`config.mk`:
```
export PLATFORM = sky130hd
export DESIGN_NAME = pmem_arbiter
export DESIGN_NICKNAME = d
export VERILOG_FILES = /design/src/rtl/pmem_arbiter.sv
export SDC_FILE = /design/constraint.sdc
export NUM_CORES = 1
export LEC_CHECK = 0
export CAP_MARGIN = 20
export CORE_AREA = 2 2 271 273
export CTS_CLUSTER_DIAMETER = 40
export CTS_CLUSTER_SIZE = 16
export DETAILED_ROUTE_END_ITERATION = 16
export DIE_AREA = 0 0 273 275
export GPL_TIMING_DRIVEN = 0
export PLACE_DENSITY = 0.38
export SETUP_SLACK_MARGIN = 0.2
export SKIP_LAST_GASP = 1
export SLEW_MARGIN = 20
export SYNTH_ARGS = -nofsm -noshare
export SYNTH_HDL_FRONTEND = slang
export SYNTH_SLANG_ARGS = --single-unit
export TNS_END_PERCENT = 20
```
`constraint.sdc`:
```
create_clock -name clk -period 1.64 [get_ports clk]
set_input_delay 0.164 -clock clk [delete_from_list [all_inputs] [get_ports clk]]
set_output_delay 0.164 -clock clk [all_outputs]
set_load 0.1 [all_outputs]
```
`src/rtl/pmem_arbiter.sv`:
```
// Two-client line-miss arbiter for the 128-bit physical memory port.
// The instruction and data caches share one pmem read/write/resp handshake. Ties alternate between them.
module pmem_arbiter #(
    parameter int ADDR_W = 16,
    parameter int LINE_W = 128
) (
    input  logic              clk,
    input  logic              rst,
    input  logic              i_read,
    input  logic [ADDR_W-1:0] i_address,
    output logic              i_resp,
    output logic [LINE_W-1:0] i_rdata,
    input  logic              d_read,
    input  logic              d_write,
    input  logic [ADDR_W-1:0] d_address,
    input  logic [LINE_W-1:0] d_wdata,
    output logic              d_resp,
    output logic [LINE_W-1:0] d_rdata,
    output logic              pmem_read,
    output logic              pmem_write,
    output logic [ADDR_W-1:0] pmem_address,
    output logic [LINE_W-1:0] pmem_wdata,
    input  logic              pmem_resp,
    input  logic [LINE_W-1:0] pmem_rdata
);

    typedef enum logic [1:0] {
        IDLE,
        SERVE_I,
        SERVE_D
    } state_t;

    state_t            r_state;
    logic              r_last_grant;  // 0 = I, 1 = D
    logic [ADDR_W-1:0] r_lat_addr;
    logic [LINE_W-1:0] r_lat_wdata;
    logic              r_lat_write;
    logic              r_pmem_read;
    logic              r_pmem_write;

    logic w_req_i;
    logic w_req_d;
    logic w_grant_i;
    logic w_grant_d;

    assign w_req_i = i_read;
    assign w_req_d = d_read | d_write;

    // On a tie the client that was not served last wins, so reset hands D the first tie.
    assign w_grant_d = w_req_d & (~w_req_i | ~r_last_grant);
    assign w_grant_i = w_req_i & ~w_grant_d;

    // NOTE: all state is updated with non-blocking assignments so every register
    // samples the pre-edge values, independent of statement order.
    always_ff @(posedge clk) begin
        if (rst) begin
            r_state      <= IDLE;
            r_last_grant <= 1'b0;
            r_lat_addr   <= '0;
            r_lat_wdata  <= '0;
            r_lat_write  <= 1'b0;
            r_pmem_read  <= 1'b0;
            r_pmem_write <= 1'b0;
        end else begin
            case (r_state)
                IDLE: begin
                    if (w_grant_d) begin
                        r_state      <= SERVE_D;
                        r_last_grant <= 1'b1;
                        r_lat_addr   <= d_address;
                        r_lat_wdata  <= d_wdata;
                        r_lat_write  <= d_write;
                        r_pmem_read  <= ~d_write;
                        r_pmem_write <= d_write;
                    end else if (w_grant_i) begin
                        r_state      <= SERVE_I;
                        r_last_grant <= 1'b0;
                        r_lat_addr   <= i_address;
                        r_lat_write  <= 1'b0;
                        r_pmem_read  <= 1'b1;
                        r_pmem_write <= 1'b0;
                    end
                end
                SERVE_I, SERVE_D: begin
                    if (pmem_resp) begin
                        r_state      <= IDLE;
                        r_pmem_read  <= 1'b0;
                        r_pmem_write <= 1'b0;
                    end
                end
                default: r_state <= IDLE;
            endcase
        end
    end

    assign pmem_read    = r_pmem_read;
    assign pmem_write   = r_pmem_write;
    assign pmem_address = r_lat_addr;
    assign pmem_wdata   = r_lat_wdata;

    // Completion is routed to the granted client only. A pmem_resp seen in IDLE reaches no one.
    assign i_resp  = (r_state == SERVE_I) & pmem_resp;
    assign d_resp  = (r_state == SERVE_D) & pmem_resp;
    assign i_rdata = i_resp ? pmem_rdata : '0;
    assign d_rdata = d_resp ? pmem_rdata : '0;

endmodule

```
# Yosys cells after proc, flatten, opt, wreduce, memory -nomap -nowiden
# Index checks and enable logic that the tools add are counted.
# op_classes
mux	16
eq_ne	4
n_bitwise	10
n_reduce_logical	8
# op_table
operator	n
$mux W128	2
$mux W16	2
$mux W1	6
$mux W2	3
$reduce_and A2 Y1	3
$and A1 B1 Y1	4
$not A1 Y1	4
$pmux W1 S2	2
$pmux W2 S2	1
$reduce_bool A2 Y1	2
$ne A3 B3 Y1 const B	1
$reduce_and A3 Y1	1
$eq A2 B1 Y1 const B	1
$eq A2 B2 Y1 const B	1
$logic_not A2 Y1	1
$ne A2 B2 Y1 const B	1
$or A1 B1 Y1	2
$reduce_or A2 Y1	1
# totals
output_inout_bits	404
wordCells	44
ff_bits	149
inputBits	294

# Logic depth before layout (Yosys ltp)
# Gate-level depths: netlist (run 1).
# depth
depth_word	8
ltp_mapped	8
mapped_depth_nobuf	5

# Worst setup path before layout (run 1)
# OpenSTA, ideal clock, no wires.
# synth_path
path_type	reg2out
start	reg r_state[0]
end	out d_rdata[100]
required_ns	1.476
slack_ns	-0.360
path_buffers	2
arrival_time_ns	1.836
path_stages_with_launch	6
path_cell_list	dfxtp_1 -> inv_1 -> ha_1 -> clkbuf_1 -> clkbuf_1 -> and3_1
# synth_between
elab_chain_cells	3
# synth_rtl
element	line_no	text
start: declaration	33	state_t r_state;
start signal: assignment	57	r_state <= IDLE;
start signal: assignment	68	r_state <= SERVE_D;
start signal: assignment	76	r_state <= SERVE_I;
$eq A2 B2 Y1	103	assign d_resp = (r_state == SERVE_D) & pmem_resp;
$and A1 B1 Y1	103	
$mux W128	105	assign d_rdata = d_resp ? pmem_rdata : '0;
end: declaration	18	output logic [LINE_W-1:0] d_rdata,
# Every way passes these cells.

# Final worst setup path (run 1)
# layout_path
start	reg r_state[1]
end	out i_rdata[59]
# layout_between
elab_chain_cells	3
# layout_rtl
element	line_no	text
$eq A2 B1 Y1	102	assign i_resp = (r_state == SERVE_I) & pmem_resp;
$and A1 B1 Y1	102	
$mux W128	104	assign i_rdata = i_resp ? pmem_rdata : '0;
end: declaration	12	output logic [LINE_W-1:0] i_rdata,
# Every way passes these cells.

==> results of run 1 <==
sequential cells by signal, summed over array words and instances, names as in the netlist:
| register | cells |
|---|---|
| pmem_wdata | 128 |
| pmem_address | 16 |
| r_state | 2 |
| pmem_read | 1 |
| pmem_write | 1 |
| r_last_grant | 1 |
routing by layer:
layer  routed length (um)  track usage  vias up  share of wire
met5                   41            0        -        0.00059
met4                 4500        0.109        6          0.064
met3                 5080       0.0543      123          0.073
met2                36800        0.325      542           0.52
met1                23600        0.165     5427           0.34
li1                     -            -     5212              -
cells in the final DEF, fill, tap and decap left out, types with 40 or more instances in the layout:
cell and count:
dlygate4sd2_1 144, nand3_1 114, dfxtp_1 147, and3_4 110, and3_2 137, clkdlybuf4s50_1 291
a21oi_1 118, buf_8 98, o21ai_0 75, clkbuf_1 40, buf_4 45, buf_12 153
worst max-delay path by stage:
stage	from	endpoint	slack, ps	depth (start not counted)
final	r_state[1]	i_rdata[59]	-350	6
after global routing	r_state[1]	i_rdata[97]	-420	6
after CTS	r_state[0]	d_rdata[119]	-440	6
after detailed placement	pmem_resp	i_rdata[98]	-2060	5
after global placement	pmem_resp	i_rdata[98]	-2040	5
after floorplan	r_state[1]	i_rdata[0]	-70	4
stage by stage:
stage | util | power [W] | setup slack [ps] | hold WS, ps
detailed placement | 0.227 | 0.0162 | -2060 | 466
finish | 0.280 | 0.0221 | -353 | 267
CTS | 0.254 | 0.0206 | -436 | 229
global route | 0.280 | 0.0230 | -419 | 245
floorplan | - | 0.0125 | -74.0 | 312
global placement | 0.228 | 0.0162 | -2040 | 461
layout make-up:
class / instances / area [sq um] / share of cell area
Clock inverter: 13 / 149 / 0.00735
Tap cell: 959 / 1200 / 0.0593
Buffer: 137 / 1200 / 0.0593
Sequential cell: 149 / 2990 / 0.148
Timing Repair Buffer: 735 / 9080 / 0.449
Multi-Input combinational cell: 731 / 5140 / 0.254
Clock buffer: 19 / 433 / 0.0214
Antenna cell: 13 / 32.5 / 0.00161
Inverter: 3 / 21.3 / 0.00105
kinds of logic (layout without fill, tap and decap cells):
group | count (synthesis) | after routing
simple gates | 444 | 444
compound gates | 283 | 283
flops | 149 | 149
buf+inv | 141 | 907
fa+ha+maj | 3 | 3
mux | 1 | 1
other cells | 0 | 13
power breakdown:
group	total [W]	switching, W	internal (W)
registers	0.00442	0.000284	0.00414
clock network	0.00407	0.00181	0.00226
logic	0.0137	0.00934	0.00432
worst reg2reg max path: stages, from the launching register on:
cell     delay [ps]
dfxtp_4         360
inv_4            70
buf_6           100
ha_4            130
buf_8           130
buf_12          110
inv_6            30
buf_12          120
buf_12          130
buf_8           140
buf_12          150
o21ai_0         150
a21oi_1          90
timing repair:
| item | 4_1_cts | 5_1_grt |
|---|---|---|
| cloned | 1 | 10 |
| hold endpoints to repair | 0 | 0 |
| setup endpoints to repair | 553 | 553 |
| buffers inserted | 0 | 29 |
| gates resized for setup | 2169 | 484 |
| hold buffers | 0 | 0 |
| pin swaps | 0 | 48 |
==> metrics.md, run 1 <==
| Metric | Value |
|---|---|
| Die Ht | 275 um |
| XOR/XNOR share of the synthesized area | 0 |
| Fin crit share | 1.22 |
| Simple-gate share of the synthesized area | 0.326 |
| CTS tree | built |
| Synth Area in Compound Gates | 0.200 |
| Netlist cell types | 29 |
| Post-synth EDFFs | 0 |
| RSZ-0062 raised after global routing | yes |
| P_leak | 8.58 nW |
| HP Class | in -> reg |
| Critical path arrival | 1830 ps |
| Final cell count without fillers | 2759 |
| Fill cells | 7705 |
| Highest-delay cell along the critical path | dfxtp_2 |
| Min-delay src | d_wdata[10] |
| Post-synth top cells | 256 x and3_1, 149 x dfxtp_1, 131 x a21oi_1, 130 x o21ai_0, 128 x nand3_1 |
| Nets | 2071 |
| Finished Cell Area | 20200 sq um |
| FP Rows | 99 |
| # setup viols final | 532 |
| Cells after DPL | 2676 |
| Mux share of post-synthesis cell area | 0.00131 |
| Violated checks | negative setup slack |
| Area added between synthesis and finish | 165% |
| 1st-pass router iterations | 4 |
| Most common cell in the netlist | and3_1 |
| DR vias/cell | 4.10 |
| Dpl hpwl | 58400 um |
| DRC viols | 0 |
| Area contributors post-synth | dfxtp_1 39%, and3_1 21%, a21oi_1 8.6% |
| PD cells | 1090 nW/um^2 |
| Core Box Area | 72300 sq um |
| Vias in the first global route | 11600 |
| Hold path endpoint | pmem_wdata[10] |
| Outcome | finished with violations |
| WL per Instance | 25.4 um |
| Maximum VDD drop | 0.742 mV |
| Yosys top cell area share | 0.390 |
| Worst rel slew slack | 0.243 |
| Die area | 75100 sq um |
| Clock-pin slew on the worst setup and hold paths | 70 ps |
| Synth area leader | dfxtp_1 |
| Final worst slack | -353 ps |
| Synthesized cell area | 7640 sq um |
| Worst Setup Path Type | reg -> out |
| Ys async rst share | 0 |
| RR Endpoint | pmem_wdata[86] |
| Register bit total from synthesis | 149 |
| CTS Sinks | 149 |
| Setup_tns | -124660 ps |
| Ys flop type | dfxtp_1 |
| Worst r2r src | r_state[0] |
| Startpoint Class | flop |
| Worst EP required | 1480 ps |
| Synth Instances | 1021 |
| CP Max Fanout | 10 |
| Die Wd | 273 um |
| Pin count of the biggest net entering global routing | 17 |
| CP top delay family | buffers and inverters |
| Worst Skew | 17.1 ps |
| Worst-Skew Late Latency | 460 ps |
| Worst-Margin Slew | 1140 ps |
| H-tree levels | 4 |
| Antenna Nets Post-Route | 0 |
| Largest family of logic cells by synthesized area | simple AND/OR/NAND/NOR gates |
| Max Root-Sink Buffers | 2 |
| Initial antenna violation count | 17 |
| Slew Limit Fails | 0 |
| Cell Chain, Critical Path | inv_4, ha_4, clkbuf_16, buf_8, and3_4, buf_12 |
| Post-Synth Adder-Cell Area | 0.00491 |
| Final hold violations | 0 |
| Layout cell share with drive strength beyond 1 | 0.421 |
| Syn avg cell area | 7.48 sq um |
| Total GRT Usage | 0.174 |
| Warnings, synthesis | 0 |
| Reg2reg setup slack | -220 ps |
| IO buf count | 695 |
| Seq/Total Area, Yosys | 0.390 |
| # IOs | 698 |
| First-pass GRT wire length | 91600 um |
| Crit end category | output port |
| RePlAce Congestion | 0.932 |
| Post-Place Cell Area | 16400 sq um |
| Total grt overflow | 0 |
| Post-synth net total | 1318 |
| Root Buffer | clkbuf_16 |
| Worst r2r path cells | 12 |
| CP max stage delay | 350 ps |
| Hold Path Cell Cnt | 3 |
| Final wirelength | 70000 um |
| Fmax | 502 MHz |
| Min cycle time layout | 1990 ps |
| Detailed Route Iter0 Violations | 433 |
| TritonCTS Buffers | 17 |
| Total of max-cap violations | 0 |
| Buf/Inv on CP | 4 |
| Vias | 11300 |
| Initial core utilization | 0.106 |
No activity file was read; power rests on OpenSTA's default activity.
==> run 2, diff against run 1 <==
- RECOVER_POWER: unset -> 100
==> metrics.md, run 2 (same netlist as run 1, synthesis figures left out) <==
| Metric | Value |
|---|---|
| Outcome | finished with violations |
| Violated checks | negative setup slack |
| Maximum VDD drop | 0.742 mV |
| Min cycle time layout | 1990 ps |
| Worst r2r path cells | 12 |
| Initial core utilization | 0.106 |
| # setup viols final | 532 |
| Worst Skew | 15.5 ps |
| IO buf count | 695 |
| Die Ht | 275 um |
| Layout cell share with drive strength beyond 1 | 0.421 |
| Fmax | 502 MHz |
| Fin crit share | 1.22 |
| HP Class | in -> reg |
| Area added between synthesis and finish | 165% |
| CTS Sinks | 149 |
| Reg2reg setup slack | -220 ps |
| Setup_tns | -124690 ps |
| Crit end category | output port |
| FP Rows | 99 |
| # IOs | 698 |
| Cell Chain, Critical Path | inv_4, ha_4, clkbuf_16, buf_8, and3_4, buf_12 |
| CP Max Fanout | 10 |
| Total of max-cap violations | 0 |
| Initial antenna violation count | 17 |
| CP max stage delay | 350 ps |
| Hold Path Cell Cnt | 3 |
| Worst r2r src | r_state[0] |
| Root Buffer | clkbuf_16 |
| Critical path arrival | 1830 ps |
| Total grt overflow | 0 |
| Worst Setup Path Type | reg -> out |
| RePlAce Congestion | 0.932 |
| Total GRT Usage | 0.174 |
| PD cells | 1090 nW/um^2 |
| RR Endpoint | pmem_wdata[86] |
| Number of flip-flops under the largest register name | 128 |
| Max Root-Sink Buffers | 2 |
| First-pass GRT wire length | 91600 um |
| Final wirelength | 70000 um |
| Final Hold Slack | 267 ps |
| DRC viols | 0 |
| Dpl hpwl | 58400 um |
| Worst-Skew Late Latency | 460 ps |
| Detailed Route Iter0 Violations | 433 |
| Worst rel slew slack | 0.243 |
| Core Box Area | 72300 sq um |
| RSZ-0062 raised after global routing | yes |
| Slew Limit Fails | 0 |
| Commonest cells after routing, fill and taps aside | 291 x clkdlybuf4s50_1, 153 x buf_12, 147 x dfxtp_1 |
| Vias in the first global route | 11600 |
| Overall power | 0.0221 W |
| Hold-fix buffer count after cts | 0 |
| Register area | 2990 sq um |
| Worst EP required | 1480 ps |
| H-tree levels | 4 |
| Clock-pin slew on the worst setup and hold paths | 70 ps |
| TritonCTS Buffers | 17 |
| Vias | 11300 |
| CTS tree | built |
| CP startpoint | r_state[1] |
| Fill cells | 7704 |
| Highest-delay cell along the critical path | dfxtp_2 |
| Nets | 2071 |
| Worst-Margin Slew | 1140 ps |
| Critical Path End | i_rdata[59] |
| 1st-pass router iterations | 4 |
| Startpoint Class | flop |
| Area of the multi-input gates | 5140 sq um |
| DR vias/cell | 4.09 |
| Antenna Nets Post-Route | 0 |
| Final hold violations | 0 |
| Die Wd | 273 um |
| WL per Instance | 25.4 um |
| Pin count of the biggest net entering global routing | 17 |
| Die area | 75100 sq um |
| Final worst slack | -353 ps |
| Commonest non-fill, non-tap cell in the layout | clkdlybuf4s50_1 |
| P_leak | 8.58 nW |
run 2: worst min-delay path by stage:
stage | from | end | slack, ps
3_5_place_dp | pmem_wdata[22] | pmem_wdata[22] | 470
5_1_grt | d_wdata[12] | pmem_wdata[12] | 250
3_3_place_gp | pmem_wdata[113] | pmem_wdata[113] | 460
2_1_floorplan | d_wdata[0] | pmem_wdata[0] | 310
4_1_cts | d_wdata[12] | pmem_wdata[12] | 230
6_report | d_wdata[10] | pmem_wdata[10] | 270
run 2: critical path, delay by kind of cell, from the launching register on:
kind                     cells  cell delay, ps
buffers and inverters        4             570
flip-flops                   1             350
AND/OR/NAND/NOR              1             250
adder cells (fa/ha/maj)      1             200
run 2: area by class of cell:
type | count | area share
diodes | 13 | 0.00161
plain buffers | 137 | 0.0591
clock buffers | 19 | 0.0214
clock inverters | 13 | 0.00736
inverters | 3 | 0.00105
multi-input cells | 731 | 0.254
flip-flops and latches | 149 | 0.148
well taps | 959 | 0.0593
repair buffers | 735 | 0.449
run 2: routing by layer:
metal | vias to the layer above | track usage | wire (um)
li1 | 5213 | - | -
met1 | 5412 | 0.165 | 23600
met2 | 544 | 0.325 | 36800
met3 | 123 | 0.0543 | 5090
met4 | 6 | 0.109 | 4500
met5 | - | 0 | 41
run 2: power by group:
group,total [W],switching (W),internal (W),leakage (nW)
combinational,0.0136,0.00933,0.00431,7.07
sequential,0.00442,0.000284,0.00414,1.23
clock,0.00407,0.00180,0.00226,0.275
run 2: stage by stage:
step	cell area, sq um	setup WS, ps	utilization	std cells
floorplan	8340	-74.0	-	1021
global route	20200	-419	0.280	2754
global placement	16500	-2040	0.228	2675
detailed placement	16400	-2060	0.227	2676
CTS	18400	-436	0.254	2708
finish	20200	-353	0.280	2759
run 2: timing repair:
item | CTS | global route
gates resized for setup | 2169 | 484
pin swaps | 0 | 48
setup endpoints to repair | 553 | 553
buffers inserted | 0 | 29
gates cloned | 1 | 10
==> run 3, diff against run 2 <==
- CAP_MARGIN: 20 -> unset
- GPL_TIMING_DRIVEN: 0 -> unset
==> metrics.md, run 3 (same netlist as run 1, synthesis figures left out) <==
| Metric | Value |
|---|---|
| Commonest non-fill, non-tap cell in the layout | clkdlybuf4s50_1 |
| Min-delay src | rst |
| Critical path arrival | 1850 ps |
| Global routing usage on met2 | 0.296 |
| Violated checks | negative setup slack |
| RePlAce Congestion | 0.881 |
| DR vias/cell | 4.02 |
| # IOs | 698 |
| Reg2reg setup slack | -60 ps |
| Total of max-cap violations | 0 |
| Total GRT Usage | 0.158 |
| Pin count of the biggest net entering global routing | 68 |
| Final Util | 0.276 |
| Met1 Usage GRT | 0.157 |
| CP max stage delay | 360 ps |
| Total grt overflow | 0 |
| Crit end category | output port |
| Hold-fix buffer count after cts | 0 |
| Final hold violations | 0 |
| PD cells | 1080 nW/um^2 |
| Outcome | finished with violations |
| TritonCTS Buffers | 17 |
| GR Util met3 | 0.0670 |
| Fmax | 496 MHz |
| Register area | 2990 sq um |
| Initial antenna violation count | 23 |
| IO buf count | 697 |
| Area added between synthesis and finish | 161% |
| Worst rel slew slack | 0.605 |
| Vias in the first global route | 10600 |
| Buf/Inv on CP | 4 |
| Fill cells | 7692 |
| Worst Skew | 13.7 ps |
| Root Buffer | clkbuf_16 |
| 1st-pass router iterations | 5 |
| Busiest grt layer | met2 |
| Final wirelength | 63600 um |
| RSZ-0062 raised after global routing | yes |
| # setup viols final | 272 |
| CTS tree | built |
| Die area | 75100 sq um |
| Clock-pin slew on the worst setup and hold paths | 70 ps |
| Worst Setup Path Type | reg -> out |
| CP most frequent cell | buf_12 |
| H-tree levels | 4 |
| Core Box Area | 72300 sq um |
| Fin crit share | 1.23 |
| Initial core utilization | 0.106 |
| FP Rows | 99 |
| Commonest cells after routing, fill and taps aside | 291 x clkdlybuf4s50_1, 289 x buf_12, 147 x dfxtp_1 |
| Worst EP required | 1480 ps |
| Layout cell share with drive strength beyond 1 | 0.464 |
| HP Class | in -> reg |
| Worst r2r path cells | 7 |
| Final worst slack | -375 ps |
| Vias | 10700 |
| Worst r2r src | r_state[1] |
| Maximum VDD drop | 0.764 mV |
| RR Endpoint | pmem_address[5] |
| P_leak | 8.03 nW |
| Antenna Nets Post-Route | 0 |
| Worst-Skew Late Latency | 450 ps |
| CP Max Fanout | 14 |
| CTS Sinks | 149 |
| Highest-delay cell along the critical path | dfxtp_4 |
| Slew Limit Fails | 0 |
| Number of flip-flops under the largest register name | 128 |
| Detailed Route Iter0 Violations | 460 |
| Die Wd | 273 um |
| Max Root-Sink Buffers | 2 |
| Final Hold Slack | 106 ps |
| Cell Chain, Critical Path | inv_4, ha_4, clkbuf_16, buf_12, and3_4, buf_12 |
| Startpoint Class | flop |
| Min cycle time layout | 2010 ps |
| Die Ht | 275 um |
| CP top delay family | buffers and inverters |
| Nets | 1981 |
| First-pass GRT wire length | 83800 um |
| Dpl hpwl | 51600 um |
| Area of the multi-input gates | 4940 sq um |
| DRC viols | 0 |
| Hold path endpoint | pmem_read |
| WL per Instance | 23.9 um |
| Worst-Margin Slew | 596 ps |
| Hold Path Cell Cnt | 2 |
-- run 3: changes by cell type in the layout (fill, tap and decap cells not counted), moves of 26 or more --
| cell | before | now |
|---|---|---|
| o21ai_0 | 75 | 130 |
| buf_8 | 97 | 5 |
| clkbuf_2 | 21 | 140 |
| dlygate4sd2_1 | 144 | 0 |
| o21ai_2 | 35 | 0 |
| buf_12 | 153 | 289 |
| and3_4 | 110 | 136 |
| clkbuf_1 | 40 | 0 |
| buf_6 | 34 | 7 |
-- run 3: worst max-delay path by stage --
stage / from / to / slack [ps] / depth (start not counted)
final: r_state[0] / d_rdata[9] / -370 / 6
after global routing: r_state[0] / i_rdata[104] / -450 / 6
after CTS: r_state[0] / d_rdata[18] / -430 / 5
after detailed placement: d_write / pmem_address[6] / -230 / 7
after global placement: d_write / r_state[1] / -210 / 6
after floorplan: r_state[1] / i_rdata[0] / -70 / 4
-- run 3: power breakdown --
| group | total [W] | leakage (nW) | switching, W | internal, W |
|---|---|---|---|---|
| combinational | 0.0125 | 6.48 | 0.00883 | 0.00370 |
| clock | 0.00463 | 0.325 | 0.00176 | 0.00287 |
| sequential | 0.00441 | 1.23 | 0.000268 | 0.00414 |
-- run 3: area by class of cell --
| class | instances | area share |
|---|---|---|
| Timing Repair Buffer | 782 | 0.507 |
| Inverter | 3 | 0.000753 |
| Sequential cell | 149 | 0.150 |
| Tap cell | 959 | 0.0602 |
| Clock inverter | 15 | 0.0125 |
| Multi-Input combinational cell | 731 | 0.248 |
| Clock buffer | 17 | 0.0213 |
| Antenna cell | 4 | 0.000502 |
-- run 3: worst register-to-register path: stages, from the launching register on --
cell      delay [ps]
dfxtp_2          330
inv_2             80
clkbuf_2         150
ha_4             200
o31a_2           330
buf_12           200
nor2_1            70
a311oi_1         240
-- run 3: repair_timing --
item / 4_1_cts / 5_1_grt
endpoints found under the hold margin: 0 / 0
gates cloned: 5 / 8
pin swaps: 2 / 2
resized for setup: 37 / 51
setup endpoints to repair: 405 / 407
buffers inserted: 7 / 2
-- run 3: through the flow --
step                setup TNS, ps  instances  area [sq um]  worst slack, ps  total power [W]
finish                     -84700       2660         19900             -375           0.0216
detailed placement         -22060       2602         20100             -227           0.0179
CTS                        -93870       2646         21100             -431           0.0229
global placement           -18880       2602         20100             -213           0.0179
global route              -113360       2657         19900             -452           0.0224
floorplan                   -6440       1021          8340            -74.0           0.0125
-- run 3: layer usage --
| layer | share of wire | up-vias |
|---|---|---|
| met5 | 0.0015 | - |
| met2 | 0.53 | 480 |
| met3 | 0.097 | 81 |
| met1 | 0.34 | 5094 |
| li1 | - | 5025 |
| met4 | 0.030 | 14 |
